==> src/rtl/uart_pkg.sv <==
// Shared UART definitions: FSM state encoding, frame geometry and the majority-vote helper.
package uart_pkg;

    localparam int unsigned DEFAULT_CLKS_PER_BIT = 50;
    localparam int unsigned DATA_BITS            = 8;
    localparam int unsigned BIT_IDX_W            = $clog2(DATA_BITS);

    typedef enum logic [2:0] {
        S_IDLE    = 3'd0,
        S_START   = 3'd1,
        S_DATA    = 3'd2,
        S_STOP    = 3'd3,
        S_CLEANUP = 3'd4
    } uart_state_e;

    function automatic logic majority3(input logic [2:0] taps);
        return (taps[0] & taps[1]) | (taps[0] & taps[2]) | (taps[1] & taps[2]);
    endfunction

endpackage

==> src/rtl/uart_rx_sync.sv <==
// RX pin synchroniser plus sample-point tap. UART_RX_MAJORITY_EN selects a 3-tap
// majority vote centred on the same instant as the plain middle tap.
module uart_rx_sync
    import uart_pkg::*;
(
    input  logic clk,
    input  logic rst_n,
    input  logic rx_pin,
    output logic rx_s,
    output logic rx_samp_c
);

    logic meta_q, meta_d;
    logic rx_s_q, rx_s_d;
`ifdef UART_RX_MAJORITY_EN
    logic [1:0] tap_q, tap_d;
`else
    logic       tap_q, tap_d;
`endif

    always_comb begin
        meta_d = rx_pin;
        rx_s_d = meta_q;
`ifdef UART_RX_MAJORITY_EN
        tap_d  = {tap_q[0], rx_s_q};
`else
        tap_d  = rx_s_q;
`endif
    end

    // Preset to the idle (high) line level so reset never fakes a start bit.
    always_ff @(posedge clk or negedge rst_n) begin
        if (!rst_n) begin
            meta_q <= 1'b1;
            rx_s_q <= 1'b1;
            tap_q  <= '1;
        end else begin
            meta_q <= meta_d;
            rx_s_q <= rx_s_d;
            tap_q  <= tap_d;
        end
    end

    assign rx_s = rx_s_q;
`ifdef UART_RX_MAJORITY_EN
    assign rx_samp_c = majority3({tap_q[1], tap_q[0], rx_s_q});
`else
    assign rx_samp_c = tap_q;
`endif

endmodule

==> src/rtl/uart_rx_core.sv <==
// UART receiver, 8N1 LSB first, mid-bit sampling. Optional glitch filter: UART_RX_MAJORITY_EN.
module uart_rx_core
    import uart_pkg::*;
#(
    parameter int unsigned CLKS_PER_BIT = DEFAULT_CLKS_PER_BIT
) (
    input  logic                 i_Clock,
    input  logic                 reset_n,
    input  logic                 i_Rx_Serial,
    output logic [DATA_BITS-1:0] o_Rx_Byte,
    output logic                 o_Rx_DV,
    output logic                 o_Rx_Active,
    output logic                 o_Frame_Err
);

    localparam int unsigned CNT_W = $clog2(CLKS_PER_BIT);
    localparam int unsigned HALF  = (CLKS_PER_BIT - 1) / 2;

    logic rx_s;
    logic rx_samp_c;

    uart_state_e            state_q, state_d;
    logic [CNT_W-1:0]       clk_cnt_q, clk_cnt_d;
    logic [BIT_IDX_W-1:0]   bit_idx_q, bit_idx_d;
    logic [DATA_BITS-1:0]   shift_q, shift_d;
    logic [DATA_BITS-1:0]   rx_byte_q, rx_byte_d;
    logic                   rx_dv_q, rx_dv_d;
    logic                   active_q, active_d;
    logic                   frame_err_q, frame_err_d;

    uart_rx_sync u_sync (
        .clk       (i_Clock),
        .rst_n     (reset_n),
        .rx_pin    (i_Rx_Serial),
        .rx_s      (rx_s),
        .rx_samp_c (rx_samp_c)
    );

    always_comb begin
        state_d     = state_q;
        clk_cnt_d   = clk_cnt_q;
        bit_idx_d   = bit_idx_q;
        shift_d     = shift_q;
        rx_byte_d   = rx_byte_q;
        active_d    = active_q;
        rx_dv_d     = 1'b0;
        frame_err_d = 1'b0;

        case (state_q)
            S_IDLE: begin
                clk_cnt_d = '0;
                bit_idx_d = '0;
                if (!rx_s) begin
                    state_d  = S_START;
                    active_d = 1'b1;
                end
            end

            S_START: begin
                if (clk_cnt_q == CNT_W'(HALF)) begin
                    clk_cnt_d = '0;
                    if (!rx_samp_c) begin
                        state_d = S_DATA;
                    end else begin
                        state_d  = S_IDLE;
                        active_d = 1'b0;
                    end
                end else begin
                    clk_cnt_d = clk_cnt_q + CNT_W'(1);
                end
            end

            S_DATA: begin
                if (clk_cnt_q == CNT_W'(CLKS_PER_BIT - 1)) begin
                    clk_cnt_d          = '0;
                    shift_d[bit_idx_q] = rx_samp_c;
                    if (bit_idx_q == BIT_IDX_W'(DATA_BITS - 1)) begin
                        bit_idx_d = '0;
                        state_d   = S_STOP;
                    end else begin
                        bit_idx_d = bit_idx_q + BIT_IDX_W'(1);
                    end
                end else begin
                    clk_cnt_d = clk_cnt_q + CNT_W'(1);
                end
            end

            // A low stop bit discards the byte; the previous good byte stays visible.
            S_STOP: begin
                if (clk_cnt_q == CNT_W'(CLKS_PER_BIT - 1)) begin
                    clk_cnt_d = '0;
                    state_d   = S_CLEANUP;
                    if (rx_samp_c) begin
                        rx_byte_d = shift_q;
                        rx_dv_d   = 1'b1;
                    end else begin
                        frame_err_d = 1'b1;
                    end
                end else begin
                    clk_cnt_d = clk_cnt_q + CNT_W'(1);
                end
            end

            // Wait for a high line so a held break yields a single error.
            S_CLEANUP: begin
                if (rx_s) begin
                    state_d  = S_IDLE;
                    active_d = 1'b0;
                end
            end

            default: begin
                state_d  = S_IDLE;
                active_d = 1'b0;
            end
        endcase
    end

    always_ff @(posedge i_Clock or negedge reset_n) begin
        if (!reset_n) begin
            state_q     <= S_IDLE;
            clk_cnt_q   <= '0;
            bit_idx_q   <= '0;
            shift_q     <= '0;
            rx_byte_q   <= '0;
            rx_dv_q     <= 1'b0;
            active_q    <= 1'b0;
            frame_err_q <= 1'b0;
        end else begin
            state_q     <= state_d;
            clk_cnt_q   <= clk_cnt_d;
            bit_idx_q   <= bit_idx_d;
            shift_q     <= shift_d;
            rx_byte_q   <= rx_byte_d;
            rx_dv_q     <= rx_dv_d;
            active_q    <= active_d;
            frame_err_q <= frame_err_d;
        end
    end

    assign o_Rx_Byte   = rx_byte_q;
    assign o_Rx_DV     = rx_dv_q;
    assign o_Rx_Active = active_q;
    assign o_Frame_Err = frame_err_q;

endmodule

==> config.mk <==
export PLATFORM = sky130hd
export DESIGN_NAME = uart_rx_core
export DESIGN_NICKNAME = d
export VERILOG_FILES = /design/src/rtl/uart_pkg.sv /design/src/rtl/uart_rx_sync.sv /design/src/rtl/uart_rx_core.sv
export SDC_FILE = /design/constraint.sdc
export NUM_CORES = 1
export LEC_CHECK = 0
export CAP_MARGIN = 25
export CORE_MARGIN = 2
export CORE_UTILIZATION = 56
export DETAILED_ROUTE_END_ITERATION = 7
export PLACE_DENSITY = 0.84
export SYNTH_ARGS = -nofsm -noshare
export SYNTH_HDL_FRONTEND = slang
export SYNTH_SLANG_ARGS = --single-unit
==> constraint.sdc <==
create_clock -name i_Clock -period 2.3 [get_ports i_Clock]
set_input_delay 0.46 -clock i_Clock [delete_from_list [all_inputs] [get_ports i_Clock]]
set_output_delay 0.46 -clock i_Clock [all_outputs]
set_load 0.05 [all_outputs]
==> metrics.cfg <==
[run_status]
status = finished clean

[synth]
synth-seq-cells = 34
ys_types = 41
async_reset_ff_frac = 1.00
synthFlopType = dfrtp_1
synthTopCellsByArea = dfrtp_1, mux2_2, dfstp_2
ys_seq_area_frac = 0.516
syn-cell-area_um2 = 1660
synth_fp_nets = 152
synth_top_area_cell = dfrtp_1
yosys_warnings = 0
synth_top_area_share = 0.468
synthCells = 144
synth_edf_count = 0
avgSynthCellArea_um2 = 11.5

[clocking]
ctsRootBufferMaster = clkbuf_4
clk_pin_slew_ps = 110
ctsResizeCount = 0
clock_sinks = 34
holdBufCountCts = 0
clk_path_buf_depth = 2
htree_levels = 2
cts_tree = yes
clock_latency_ps = 340
cts_setup_buffers = 0
cts_made_buffers = 5

[die]
die_x_um = 58.4
dieArea_um2 = 3410
row_count = 19
core_area_um2 = 2780
start_util = 0.596
die_h_um = 58.4
ios = 14

[finish]
multi_input_area_um2 = 741
fin_cells = 190
syn_to_final_growth_pct = 13.7
seq_area_um2 = 855
layout.nets = 166
num-fill-cells = 188
fin_util = 0.677
antenna_cells = 0
drive_gt1_frac = 0.220

[critical_path]
crit_required_ps = 2520
timing.rr.end = shift_q[4]
ff2ff_setup_slack_ps = 290
path_max_fanout = 11
rr_startpoint = clk_cnt_q[3]
cp-start-kind = flip-flop
reg2regPathDepth = 4
cp_data_arrival_time_ps = 2230
critical_path_class = flip-flop to flip-flop
end_kind = flip-flop

[flow_run]
max-cap-violations = 0

[global_route]
track_usage = 0.220
antenna_found_initial = 0
grt_remaining_overflow = 0
grt_pass1_vias = 1207
grt_max_degree = 35
grt_first_pass_wirelength_um = 5560

[drt]
wl_per_cell_um = 17.4
ant_nets = 0
drt-pass1-iter-count = 4
drt_iter0_markers = 41
num_vias = 1191
drcViolationCount = 0
wl_um = 3310
vias_per_cell = 6.27

[placed_design]
gp_congestion = 0.907
io_buffers = 13
dp_hpwl_um = 2300
pre_cts_slack_ps = 319
dp.cells = 182

[timing]
hold_violations = 0
final.setup_skew_ps = 16.8
drv_slew = 0
layout_min_cycle_time_ps = 2010
finalSetupViolCount = 0
max_clock_freq_mhz = 496
finalSetupTns_ps = 0
min_period_over_period = 0.876
rsz0062_at_grt = no
timing.final.ws_setup_ps = 286
tightestPinTransition_ps = 549
relSlewSlack = 0.631

[power_and_ir_drop]
p_per_area_nw_per_um2 = 676
leakage_nw = 0.843
power_w = 0.00127
ir_drop_v = 0.000605

[min_path]
hp-class = flip-flop to flip-flop
hold_depth = 0
hold-path-endpoint = u_sync.rx_s
worstHoldStart = u_sync.meta_q

-- cell usage in the layout (no fill, tap or decap), types with 2 or more instances in the layout --
master / count
o21a_1: 4
nor4_1: 4
a22oi_1: 2
a31oi_1: 3
mux2_2: 16
nor4b_1: 2
clkbuf_1: 2
nand2b_1: 2
a21oi_1: 5
clkbuf_4: 5
nor2_1: 5
clkdlybuf4s50_1: 13
nand2_1: 9
ha_1: 5
inv_1: 8
o22ai_1: 2
buf_4: 2
dfstp_2: 3
nor3_1: 7
dfrtp_1: 31
nor2b_1: 3
o21ai_0: 4
-- sequential cells by signal (all words and copies together), names as in the netlist --
signal / cells
o_Rx_Byte: 8
shift_q: 8
clk_cnt_q: 6
bit_idx_q: 3
state_q: 3
o_Frame_Err: 1
o_Rx_Active: 1
o_Rx_DV: 1
u_sync.meta_q: 1
u_sync.rx_s: 1
u_sync.rx_samp_c: 1
-- power breakdown --
group          internal, W  switching [W]  leakage [nW]  total, W
clock             0.000230       0.000190        0.0395  0.000421
combinational    0.0000728      0.0000956         0.355  0.000168
sequential        0.000631      0.0000540         0.448  0.000685
total             0.000934       0.000340         0.843   0.00127
-- metrics by stage --
| stage | hold slack, ps | area [um2] |
|---|---|---|
| floorplan | 164 | 1660 |
| global placement | 350 | 1810 |
| detailed placement | 353 | 1810 |
| CTS | 368 | 1880 |
| global route | 372 | 1880 |
| finish | 365 | 1880 |
-- layout make-up --
cell class	count	area share
Clock buffer	7	0.0239
Clock inverter	1	0.0159
Inverter	8	0.0159
Multi-Input combinational cell	94	0.393
Sequential cell	34	0.454
Tap cell	31	0.0206
Timing Repair Buffer	15	0.0770
-- critical path, cell delays in order, from the launching register on --
cell	delay (ps)
dfrtp_1	500
and4bb_4	450
nand4_4	160
nor4b_1	400
mux2_2	380
-- worst max path at each step --
stage,start,end,cells after the start
floorplan,clk_cnt_q[2],shift_q[4],4
global route,clk_cnt_q[0],bit_idx_q[1],5
global placement,clk_cnt_q[3],shift_q[4],4
detailed placement,clk_cnt_q[3],shift_q[4],4
finish,clk_cnt_q[3],shift_q[4],4
CTS,clk_cnt_q[3],shift_q[4],4
-- metal layers --
| layer | vias up | track usage | part of all wire |
|---|---|---|---|
| met4 | 0 | 0.110 | 0.022 |
| met2 | 56 | 0.347 | 0.49 |
| met3 | 10 | 0.0615 | 0.068 |
| met1 | 578 | 0.279 | 0.42 |
| li1 | 547 | - | - |
| met5 | - | 0 | 0 |
-- cells by family (layout without fill, tap and decap cells) --
group / after synthesis / after routing / synth area share
AOI/OAI and AO/OA: 28 / 28 / 0.116
adders and majority gates: 6 / 6 / 0.0438
buffers and inverters: 16 / 31 / 0.0370
DFF: 34 / 34 / 0.516
muxes: 17 / 17 / 0.115
and+or+nand+nor: 43 / 43 / 0.173
-- Yosys cell counts, types with 2 or more instances --
| cell | instances |
|---|---|
| a22oi_1 | 2 |
| nor2_1 | 5 |
| dfrtp_1 | 31 |
| inv_1 | 8 |
| ha_1 | 5 |
| o21ai_0 | 4 |
| nor2b_1 | 3 |
| mux2_2 | 16 |
| o21a_1 | 4 |
| nor4b_1 | 2 |
| nor4_1 | 4 |
| nor3_1 | 7 |
| a21oi_1 | 5 |
| clkbuf_1 | 7 |
| a31oi_1 | 3 |
| o22ai_1 | 2 |
| nand2b_1 | 2 |
| dfstp_2 | 3 |
| nand2_1 | 9 |
(Power assumes the default switching activity.)
